$ cat config.mk
export PLATFORM = sky130hd
export DESIGN_NAME = mem_arbiter
export DESIGN_NICKNAME = d
export VERILOG_FILES = /design/src/rtl/mem_arbiter.sv
export SDC_FILE = /design/constraint.sdc
export NUM_CORES = 1
export LEC_CHECK = 0
export ABC_AREA = 1
export BUFFER_PORTS_ARGS = -buffer_cell sky130_fd_sc_hd__buf_2
export CORE_MARGIN = 4
export CORE_UTILIZATION = 35
export CTS_CLUSTER_SIZE = 20
export DETAILED_ROUTE_END_ITERATION = 12
export HOLD_SLACK_MARGIN = 0.03
export SYNTH_ARGS = -nofsm -noshare
export SYNTH_HDL_FRONTEND = slang
export SYNTH_SLANG_ARGS = --single-unit
$ cat constraint.sdc
create_clock -name i_clk -period 2.26 [get_ports i_clk]
set_input_delay 0.452 -clock i_clk [delete_from_list [all_inputs] [get_ports i_clk]]
set_output_delay 0.452 -clock i_clk [all_outputs]
set_load 0.01 [all_outputs]
$ cat src/rtl/mem_arbiter.sv
// mem_arbiter
// Shares one word-granular external memory between the instruction cache and
// the data cache. Each port owns a one-entry request latch; the arbiter
// launches at most one memory transaction at a time and routes the response
// back to the port that issued it.
//
// Parameters:
//   FIXED_PRIO  0 = round-robin on ties, 1 = data port always wins ties
//
// Ports:
//   i_clk, i_rst                 clock, synchronous active-high reset
//   i_ic_ren/i_ic_wen            instruction port read/write request
//   i_ic_addr/i_ic_wdata         instruction port word address / write data
//   o_ic_ready                   instruction port latch is empty
//   o_ic_rdata/o_ic_valid        instruction port response data / strobe
//   i_dc_* / o_dc_*              same set for the data port
//   i_mem_ready                  memory accepts a request this cycle
//   o_mem_addr/o_mem_wdata       registered memory address / write data
//   o_mem_ren/o_mem_wen          registered single-cycle memory strobes
//   i_mem_rdata/i_mem_valid      memory response data / strobe (reads and writes)

module mem_arbiter #(
    parameter int FIXED_PRIO = 0
) (
    input  logic        i_clk,
    input  logic        i_rst,
    input  logic        i_ic_ren,
    input  logic        i_ic_wen,
    input  logic [31:0] i_ic_addr,
    input  logic [31:0] i_ic_wdata,
    output logic        o_ic_ready,
    output logic [31:0] o_ic_rdata,
    output logic        o_ic_valid,
    input  logic        i_dc_ren,
    input  logic        i_dc_wen,
    input  logic [31:0] i_dc_addr,
    input  logic [31:0] i_dc_wdata,
    output logic        o_dc_ready,
    output logic [31:0] o_dc_rdata,
    output logic        o_dc_valid,
    input  logic        i_mem_ready,
    output logic [31:0] o_mem_addr,
    output logic        o_mem_ren,
    output logic        o_mem_wen,
    output logic [31:0] o_mem_wdata,
    input  logic [31:0] i_mem_rdata,
    input  logic        i_mem_valid
);

    localparam logic [1:0] ST_IDLE    = 2'd0;
    localparam logic [1:0] ST_WAIT_IC = 2'd1;
    localparam logic [1:0] ST_WAIT_DC = 2'd2;

    localparam bit DC_WINS_TIES = (FIXED_PRIO != 0);

    logic [1:0]  state;
    logic        last_dc;

    logic        ic_full;
    logic        ic_is_write;
    logic [31:0] ic_addr;
    logic [31:0] ic_wdata;

    logic        dc_full;
    logic        dc_is_write;
    logic [31:0] dc_addr;
    logic [31:0] dc_wdata;

    logic        grant;
    logic        pick_dc;
    logic        win_write;
    logic [31:0] win_addr;
    logic [31:0] win_wdata;

    assign o_ic_ready = !ic_full;
    assign o_dc_ready = !dc_full;

    // A new transaction may launch in the same cycle the previous response
    // arrives, which gives back-to-back strobes with no idle cycle between.
    assign grant = i_mem_ready && (ic_full || dc_full)
                   && ((state == ST_IDLE) || i_mem_valid);

    // last_dc resets to 0 (instruction port granted last), so the first tie
    // goes to the data port in both priority modes.
    assign pick_dc = dc_full && (!ic_full || DC_WINS_TIES || !last_dc);

    assign win_write = pick_dc ? dc_is_write : ic_is_write;
    assign win_addr  = pick_dc ? dc_addr     : ic_addr;
    assign win_wdata = pick_dc ? dc_wdata    : ic_wdata;

    // Responses are steered by the outstanding-owner state; a stray valid in
    // IDLE matches neither port and is dropped.
    assign o_ic_valid = i_mem_valid && (state == ST_WAIT_IC);
    assign o_dc_valid = i_mem_valid && (state == ST_WAIT_DC);
    assign o_ic_rdata = i_mem_rdata;
    assign o_dc_rdata = i_mem_rdata;

    // Instruction request latch. Capture only happens while empty and the
    // grant only clears it while full, so the two never collide. ren+wen
    // together is latched as a write.
    always_ff @(posedge i_clk) begin
        if (i_rst) begin
            ic_full     <= 1'b0;
            ic_is_write <= 1'b0;
            ic_addr     <= '0;
            ic_wdata    <= '0;
        end else if (!ic_full && (i_ic_ren || i_ic_wen)) begin
            ic_full     <= 1'b1;
            ic_is_write <= i_ic_wen;
            ic_addr     <= i_ic_addr;
            ic_wdata    <= i_ic_wdata;
        end else if (grant && !pick_dc) begin
            ic_full     <= 1'b0;
        end
    end

    // Data request latch, same behaviour as the instruction latch.
    always_ff @(posedge i_clk) begin
        if (i_rst) begin
            dc_full     <= 1'b0;
            dc_is_write <= 1'b0;
            dc_addr     <= '0;
            dc_wdata    <= '0;
        end else if (!dc_full && (i_dc_ren || i_dc_wen)) begin
            dc_full     <= 1'b1;
            dc_is_write <= i_dc_wen;
            dc_addr     <= i_dc_addr;
            dc_wdata    <= i_dc_wdata;
        end else if (grant && pick_dc) begin
            dc_full     <= 1'b0;
        end
    end

    // Ownership FSM and registered memory request. Strobes are pulses that
    // only fire in the cycle after a grant; address and data hold otherwise.
    always_ff @(posedge i_clk) begin
        if (i_rst) begin
            state       <= ST_IDLE;
            last_dc     <= 1'b0;
            o_mem_ren   <= 1'b0;
            o_mem_wen   <= 1'b0;
            o_mem_addr  <= '0;
            o_mem_wdata <= '0;
        end else if (grant) begin
            state       <= pick_dc ? ST_WAIT_DC : ST_WAIT_IC;
            last_dc     <= pick_dc;
            o_mem_ren   <= !win_write;
            o_mem_wen   <= win_write;
            o_mem_addr  <= win_addr;
            o_mem_wdata <= win_wdata;
        end else begin
            o_mem_ren   <= 1'b0;
            o_mem_wen   <= 1'b0;
            if (i_mem_valid || (state != ST_WAIT_IC && state != ST_WAIT_DC)) begin
                state   <= ST_IDLE;
            end
        end
    end

endmodule

==> impl_metrics.yaml, run 1 <==
detailed_routing:
  drc: 0
  ant_nets: 0
  drt_iter0_drc: 343
  routed_via_density: 4.72
  firstDrtPassIters: 4
  wire_per_inst_um: 15.2
  routed_wirelength_um: 24300
  vias: 7568
global_routing:
  overflow: 0
  grt_usage_pct: 17.9
  grt_pass1_vias: 7287
  grt_start_max_net_pins: 72
  antenna_found_initial: 1
  grt_pass1_wl_um: 39000
final_layout:
  drive_above_1_share_pct: 21.2
  regArea_um2: 4030
  instances_no_fill: 1604
  n_fill_cell: 2556
  multiInputGateArea_um2: 3440
  nets: 1442
  areaGrowthSynthToFinish_pct: 17.6
  diodes: 0
critical_path:
  cp_data_required_time_ns: 1.81
  r2r_start: "state[0]"
  r2r_slack_ns: 0.61
  r2r-end: "o_mem_wdata[6]"
  slowest_delay_ns: 0.35
  cp.arrival_ns: 1.34
  end_kind: "primary output"
  cp_common_cell: "inv_1"
  cp_slowest_cell: "dfxtp_1"
  ff2ff_path_depth: 7
  startpoint_type: "register"
  path_class: "reg -> out"
  worstPathCellList: "inv_1, ha_1, nand2_1, inv_1, buf_2"
  path_max_fanout: 3
die:
  start_util_pct: 35.7
  die_w_um: 163
  std_cell_rows: 56
  core_um2: 23500
  io-pin-count: 302
  fp.dieArea_um2: 26600
  die_y_um: 163
sta:
  tightest_slew_ns: 0.631
  rsz0062_at_grt: "false"
  finalCriticalPeriod_ns: 1.79
  fin_setup_tns_ns: 0
  maxSlewViolCount: 0
  hold_violations: 0
  fin_skew_ns: 0.00990
  max_slew_margin_pct: 57.9
  setup_slack_ns: 0.467
  max_freq_ghz: 0.558
  min_period_over_period_pct: 79.3
  setup_violations: 0
synthesis:
  yosysSeqAreaShare_pct: 47.9
  synth.distinct_cells: 24
  synth_largest_area_cell: "dfxtp_1"
  synth_flop_cell: "dfxtp_1"
  synth_area_um2: 8400
  synth_cells: 1169
  synth-edff-count: 0
  ys_ff_latch: 201
  ys_top_cells_by_count: "nand2_1, nor2_1, dfxtp_1, o21ai_0"
  avgSynthCellArea_um2: 7.19
  yosysWarnings: 0
  synth_top_area_share_pct: 47.9
  synthTopCellsByArea: "dfxtp_1, nand2_1, nor2_1"
  synthArstFlopShare_pct: 0
  yosys.cell_count.top_type: "nand2_1"
  synth_nets: 1340
power:
  powerDensity_nw_per_um2: 888
  ir_drop_uv: 491
  power_leakage_uw: 0.00457
placement:
  routabilityCongestion: 0.740
  dpl_worst_slack_ns: 0.598
  port-buffer-count: 205
  place_inst: 1565
  dp_hpwl_um: 15200
min_path:
  min-delay-start: "i_ic_addr[28]"
  worstHoldEndpoint: "ic_addr[28]"
  hold_path_depth: 3
  hold_path_class: "in -> reg"
cts:
  postCtsSetupBuffers: 0
  cts_sinks: 201
  cts_buffers: 23
  cts_hold_buf: 0
  root_buffer: "clkbuf_16"
  htreeDepth: 1
  clk_path_buf_depth: 3
  cts_resized: 0
  insertion_delay_ns: 0.50
  cts_tree: "done"
  clkTransAtPathRegs_ns: 0.06
outcome:
  status: "finished clean"
flow_run:
  maxCapViolCount: 0
-- state kept, by name, summed over array words and instances (netlist names) --
register	flops
o_mem_wen	1
o_mem_wdata	32
ic_wdata	32
ic_is_write	1
dc_full	1
dc_wdata	32
dc_is_write	1
ic_addr	32
o_mem_addr	32
dc_addr	32
o_mem_ren	1
state	2
last_dc	1
ic_full	1
-- logic make-up after synthesis --
group           share of synthesized area (%)
simple gates                             28.0
buf+inv                                  11.4
fa+ha+maj                               0.447
flops                                    47.9
compound gates                           12.3
-- how the worst max path moves through the flow --
stage / startpoint / endpoint / slack, ns / cells past startpoint
6_report: state[0] / o_dc_valid / 0.47 / 5
5_1_grt: state[1] / o_ic_valid / 0.36 / 5
4_1_cts: state[1] / o_ic_valid / 0.43 / 5
3_5_place_dp: i_dc_wen / dc_wdata[12] / 0.60 / 7
3_3_place_gp: i_rst / dc_is_write / 0.52 / 5
2_1_floorplan: state[0] / o_mem_addr[10] / 0.85 / 8
-- worst max-delay path: cells and delay by family (launching register included) --
family | cells | cell delay, ns
flip-flops | 1 | 0.35
adder cells (fa/ha/maj) | 1 | 0.19
buffers and inverters | 3 | 0.24
AND/OR/NAND/NOR | 1 | 0.06
-- power by group --
part	total, uW	switching (uW)	internal [uW]
Sequential	3990	146	3840
Combinational	1250	799	455
Clock	3530	1440	2100
-- layout by cell type (no fill, tap or decap), types with 3 or more instances in the layout --
master	instances
buf_12	5
clkbuf_16	23
nor2_1	257
nand3_1	67
a21oi_1	70
o21ai_1	4
dfxtp_1	200
ha_1	3
inv_2	3
buf_2	205
clkbuf_8	7
nand2_2	3
clkbuf_1	5
inv_1	10
o21ai_0	129
nand2_1	262
buf_4	16
-- metrics by stage --
step                      cell area, um^2  hold slack, ns  total power (uW)  utilization [%]
after detailed placement             9160           0.447              5340             38.9
after global routing                 9880           0.199              9250             42.0
after CTS                            9880           0.184              8900             42.0
after floorplan                      8400           0.430              4980                -
after global placement               9160           0.443              5320             38.9
final                                9880           0.207              8770             42.0
-- layout make-up --
| cell class | instances | area share [%] |
|---|---|---|
| tap | 319 | 4.04 |
| multi-input combinational | 805 | 34.8 |
| clock inverter | 4 | 0.304 |
| inverter | 14 | 0.544 |
| sequential | 201 | 40.7 |
| timing repair buffer | 226 | 12.6 |
| clock buffer | 35 | 6.99 |
-- routing by layer --
layer	track usage, %	wire (um)
met3	3.24	1490
met2	29.1	10900
met1	25.0	11400
met4	4.00	451
met5	0	13
Note: power is estimated with default switching activity, not from simulation.
==> run 2, diff against run 1 <==
==> constraint.sdc (replaced) <==
create_clock -name i_clk -period 1.6 [get_ports i_clk]
set_input_delay 0.32 -clock i_clk [delete_from_list [all_inputs] [get_ports i_clk]]
set_output_delay 0.32 -clock i_clk [all_outputs]
set_load 0.01 [all_outputs]
==> run 2 against run 1 <==
  * Clock skew increased by 0.0024 ns
  * Sequential share of layout area fell by 0.57 points
  * Critical path depth unchanged
  * Design area rose by 1.6%
  * Utilization grew 0.68 points
  * Clock power rose by 38%
  * Flip-flop and latch count unchanged
  * Worst hold slack lost 0.14 ns
  * First-iteration DRC count rose by 7.9%
  * Sequential power grew 41%
  * Worst setup slack got worse by 0.45 ns
  * Largest power group unchanged
==> impl_metrics.yaml, run 2 (synthesized netlist as in run 1, its figures left out) <==
cts:
  cts_tree: "done"
  clkTransAtPathRegs_ns: 0.06
  cts_sinks: 201
  root_buffer: "clkbuf_16"
  cts_buffers: 22
  insertion_delay_ns: 0.50
  postCtsSetupBuffers: 0
  htreeDepth: 1
  clk_path_buf_depth: 3
  cts_hold_buf: 0
sta:
  hold_violations: 0
  finalCriticalPeriod_ns: 1.59
  rsz0062_at_grt: "true"
  max_slew_margin_pct: 64.6
  setup_violations: 0
  tightest_slew_ns: 0.531
  fin_setup_tns_ns: 0
  fin_skew_ns: 0.0123
  min_period_over_period_pct: 99.2
  setup_slack_ns: 0.0128
  max_freq_ghz: 0.630
  maxSlewViolCount: 0
power:
  p_int_uw: 9040
  finalPower_uw: 12400
  clockPowerShare_pct: 39.4
  comb_power_share_pct: 15.0
  power_leakage_uw: 0.00462
  swShare_pct: 26.8
  ir_drop_uv: 627
  seq_power_share_pct: 45.6
  powerDensity_nw_per_um2: 1230
  netSwitchingPower_uw: 3320
critical_path:
  path_class: "reg -> out"
  ff2ff_path_depth: 7
  end_kind: "primary output"
  cp.arrival_ns: 1.27
  r2r_slack_ns: 0.07
  cp-endpoint: "o_ic_valid"
  startpoint_type: "register"
  r2r-end: "o_mem_wdata[11]"
  path_max_fanout: 3
  cp_data_required_time_ns: 1.28
  setup.worst_path.start: "state[1]"
  r2r_start: "state[0]"
final_layout:
  areaGrowthSynthToFinish_pct: 19.5
  nets: 1447
  final_common_cell: "nand2_1"
  drive_above_1_share_pct: 22.1
  final_cell_mix: "nand2_1, nor2_1, buf_2"
  n_fill_cell: 2541
  final_util_pct: 42.7
  fin_area_um2: 10000
die:
  start_util_pct: 35.7
  std_cell_rows: 56
  die_w_um: 163
  core_um2: 23500
  die_y_um: 163
  io-pin-count: 302
  fp.dieArea_um2: 26600
global_routing:
  grt_pass1_wl_um: 39000
  grt_pass1_vias: 7385
  met2_usage_pct: 30.1
  grtUsageMet1_pct: 24.1
  grt_busiest_layer: "met2"
  grt.met3_usage_pct: 3.49
  antenna_found_initial: 2
  overflow: 0
  grt_usage_pct: 18.0
  grt_start_max_net_pins: 74
min_path:
  min-delay-start: "i_ic_addr[18]"
  hold_path_class: "in -> reg"
detailed_routing:
  firstDrtPassIters: 4
  routed_wirelength_um: 24400
  wire_per_inst_um: 15.1
  ant_nets: 0
  routed_via_density: 4.71
  drt_iter0_drc: 370
  vias: 7568
  drc: 0
placement:
  dp_hpwl_um: 15600
  place_area_um2: 9300
  routabilityCongestion: 0.764
  dpl_worst_slack_ns: 0.0510
  port-buffer-count: 205
flow_run:
  maxCapViolCount: 0
outcome:
  status: "finished clean"
==> run 2: cell types whose count changed in the layout (fill, tap and decap cells not counted), sizes merged <==
cell / before / now
clkinv: 4 / 3
buf: 226 / 232
clkbuf: 35 / 32
diode: 0 / 1
bufinv: 0 / 1
==> run 2: worst min path at each step <==
stage	to	slack, ns	cells past startpoint
after floorplan	ic_is_write	0.43	2
after global placement	o_mem_addr[11]	0.45	2
after detailed placement	o_mem_wdata[12]	0.45	2
after CTS	ic_addr[18]	0.05	3
after global routing	dc_addr[14]	0.07	3
final	ic_addr[18]	0.07	3
==> run 2: metal layers <==
metal  share of wire (%)  wire length, um  vias up
li1                    -                -     3868
met1                  45            11100     3443
met2                  46            11100      213
met3                 6.4             1550       42
met4                 2.4              574        2
met5               0.053               13        -
==> run 2: area by class of cell <==
type                       count  area (um^2)  area share [%]
inverter                      14         58.8           0.586
clock inverter                 4         47.5           0.473
sequential                   201         4030            40.2
timing repair buffer         232         1400            13.9
multi-input combinational    805         3470            34.5
clock buffer                  32          639            6.37
tap                          319          399            3.97
antenna                        1         2.50          0.0249
==> run 2: what timing repair did <==
item,CTS,global route
pin swaps,2,2
resized for setup,18,1
setup endpoints to repair,2,34
hold endpoints to repair,0,0
==> run 2: worst max-delay path, stage by stage, from the launching register on <==
cell and delay, ns:
dfxtp_4 0.38, inv_4 0.04, ha_4 0.14, nand2_2 0.05, inv_2 0.05, buf_6 0.11
==> run 2: through the flow <==
step	instances	hold WS (ns)
floorplan	1169	0.430
global placement	1571	0.448
detailed placement	1571	0.451
CTS	1607	0.0469
global route	1608	0.0676
finish	1608	0.0703
==> run 2: power groups by stage <==
| stage | clock network, uW | registers (uW) | logic (uW) |
|---|---|---|---|
| final | 4870 | 5640 | 1850 |
| after global routing | 5170 | 5690 | 2120 |
| after CTS | 5010 | 5640 | 1880 |
| after detailed placement | 0 | 5750 | 1870 |
| after global placement | 0 | 5740 | 1850 |
| after floorplan | 0 | 5740 | 1290 |
==> run 3, diff against run 2 <==
--- a/config.mk
+++ b/config.mk
@@ -5,7 +5,6 @@
 export SDC_FILE = /design/constraint.sdc
 export NUM_CORES = 1
 export LEC_CHECK = 0
-export ABC_AREA = 1
 export BUFFER_PORTS_ARGS = -buffer_cell sky130_fd_sc_hd__buf_2
 export CORE_MARGIN = 4
 export CORE_UTILIZATION = 35
==> run 3 against run 2 <==
  * The flow now finishes with violations (setup timing)
  * Clock power shrank 0.8%
  * Design area is 2.6% higher
  * Register-to-register slack hardly changed
  * Worst setup slack got worse by 0.048 ns
  * Synthesized cell count is 17% lower
  * Clock skew is 0.0057 ns lower
  * First-iteration DRC count up 11%
==> impl_metrics.yaml, run 3 <==
power:
  ir_drop_uv: 742
  swShare_pct: 28.0
  seq_power_share_pct: 44.2
  powerDensity_nw_per_um2: 1240
  comb_power_share_pct: 18.1
  netSwitchingPower_uw: 3590
  p_int_uw: 9230
  finalPower_uw: 12800
  power_leakage_uw: 0.00421
  clockPowerShare_pct: 37.7
cts:
  cts_tree: "done"
  clk_path_buf_depth: 3
  clkTransAtPathRegs_ns: 0.06
  cts_buffers: 22
  root_buffer: "clkbuf_16"
  insertion_delay_ns: 0.49
  cts_hold_buf: 0
  htreeDepth: 1
  cts_sinks: 201
synthesis:
  ys_top_cells_by_count: "nand2_1, dfxtp_1, a21oi_1, buf_4, nor2_1"
  synth_cells: 970
  synthArstFlopShare_pct: 0
  yosys.cell_count.top_type: "nand2_1"
  synth_area_um2: 8530
  synth_largest_area_cell: "dfxtp_1"
  synth-edff-count: 0
  synth_nets: 1141
  synth.distinct_cells: 36
  yosysSeqAreaShare_pct: 47.2
  yosysWarnings: 0
  avgSynthCellArea_um2: 8.80
  synthTopCellsByArea: "dfxtp_1, nand2_1, a21oi_1"
  ys_ff_latch: 201
  synth_flop_cell: "dfxtp_1"
  synth_top_area_share_pct: 47.2
global_routing:
  antenna_found_initial: 2
  grt_usage_pct: 17.3
  grt_pass1_wl_um: 37600
  grt_start_max_net_pins: 53
  grt_pass1_vias: 6985
  overflow: 0
critical_path:
  cp.arrival_ns: 1.31
  r2r-end: "o_mem_addr[6]"
  crit_buf_inv: 2
  r2r_slack_ns: 0.07
  cp-endpoint: "o_ic_valid"
  crit_family: "flip-flops"
  cp.depth: 4
  r2r_start: "state[1]"
  setup.worst_path.start: "state[1]"
  cp_data_required_time_ns: 1.28
  path_class: "reg -> out"
  end_kind: "primary output"
  worstPathCellList: "inv_2, ha_2, and2_4, buf_6"
  slowest_delay_ns: 0.37
  startpoint_type: "register"
  ff2ff_path_depth: 6
  path_max_fanout: 3
  cp_slowest_cell: "dfxtp_4"
die:
  io-pin-count: 302
  die_y_um: 164
  die_w_um: 164
  core_um2: 23800
  std_cell_rows: 56
  start_util_pct: 35.9
  fp.dieArea_um2: 26900
final_layout:
  n_fill_cell: 2327
  regArea_um2: 4040
  final_cell_mix: "nand2_1, buf_2, dfxtp_1"
  final_util_pct: 43.4
  instances_no_fill: 1420
  drive_above_1_share_pct: 31.1
  nets: 1256
  final_common_cell: "nand2_1"
  areaGrowthSynthToFinish_pct: 20.7
  multiInputGateArea_um2: 3540
placement:
  place_inst: 1376
  port-buffer-count: 205
  routabilityCongestion: 0.764
  dp_hpwl_um: 16000
  dpl_worst_slack_ns: 0.00176
detailed_routing:
  drc: 0
  routed_via_density: 5.10
  firstDrtPassIters: 5
  wire_per_inst_um: 17.6
  routed_wirelength_um: 25000
  drt_iter0_drc: 412
  ant_nets: 0
  vias: 7249
sta:
  fin_skew_ns: 0.00660
  tightest_slew_ns: 0.564
  maxSlewViolCount: 0
  setup_slack_ns: -0.0348
  fin_setup_tns_ns: -0.0602
  finalCriticalPeriod_ns: 1.63
  rsz0062_at_grt: "true"
  setup_violations: 2
  hold_violations: 0
  min_period_over_period_pct: 102
  max_slew_margin_pct: 62.3
  max_freq_ghz: 0.612
flow_run:
  maxCapViolCount: 0
outcome:
  status: "finished, violations left"
  violations: "setup timing"
min_path:
  hold_path_class: "in -> reg"
  hold_path_depth: 3
[run 3: cell count changes after synthesis, moves of 15 or more]
cell / before / now
nor2_1: 257 / 67
o21ai_0: 129 / 2
nand3_1: 67 / 0
a21oi_1: 70 / 131
a211oi_1: 0 / 42
o32ai_1: 0 / 41
a211oi_2: 0 / 23
o32ai_2: 0 / 23
buf_4: 70 / 85
[run 3: per-stage QoR]
step | hold WS (ns) | area (um^2)
after floorplan | 0.436 | 8530
after global placement | 0.443 | 9470
after detailed placement | 0.449 | 9470
after CTS | 0.0361 | 10200
after global routing | 0.0447 | 10300
final | 0.0590 | 10300
[run 3: timing repair]
| action | in CTS | in global routing |
|---|---|---|
| resized for setup | 18 | 5 |
| pin swaps | 1 | 0 |
| setup endpoints to repair | 5 | 53 |
| setup buffers | 0 | 2 |
| gates cloned | 1 | 1 |
[run 3: tightest hold or removal path: cells and delay by family]
family	cells	cell delay, ns
simple gates	1	0.05
buf+inv	1	0.09
compound gates	1	0.05
[run 3: cell families after synthesis]
group                    count (synthesis)  share of synthesized area, %
multiplexers                             3                         0.352
AND/OR/NAND/NOR                        332                          14.9
flip-flops                             201                          47.2
AO/OA/AOI/OAI                          275                          24.8
buffers and inverters                  156                          12.3
adder cells (fa/ha/maj)                  3                         0.440
[run 3: how the worst min path moves through the flow]
stage,start,endpoint,slack [ns]
floorplan,ic_addr[31],ic_addr[31],0.44
global placement,dc_addr[20],dc_addr[20],0.44
detailed placement,ic_addr[10],ic_addr[10],0.45
CTS,i_dc_wdata[12],dc_wdata[12],0.04
global route,i_dc_wdata[5],dc_wdata[5],0.04
finish,i_dc_wdata[12],dc_wdata[12],0.06
[run 3: layout make-up]
cell class	instances	area share [%]
Timing Repair Buffer	242	15.7
Antenna cell	1	0.0243
Clock inverter	7	0.364
Multi-Input combinational cell	613	34.3
Clock buffer	32	6.30
Inverter	5	0.231
Tap cell	319	3.88
Sequential cell	201	39.2
[run 3: metal layers]
metal	vias to the layer above	wire length (um)	track usage (%)
li1	3508	-	-
met1	3420	11100	23.7
met2	279	11500	28.0
met3	38	1890	3.54
met4	4	468	4.16
met5	-	21	0
[run 3: power groups by stage]
stage               sequential (uW)  clock [uW]  combinational, uW
floorplan                      5790           0               1550
global placement               5770           0               2240
detailed placement             5780           0               2270
CTS                            5670        4960               2300
global route                   5710        5160               2530
finish                         5670        4830               2320
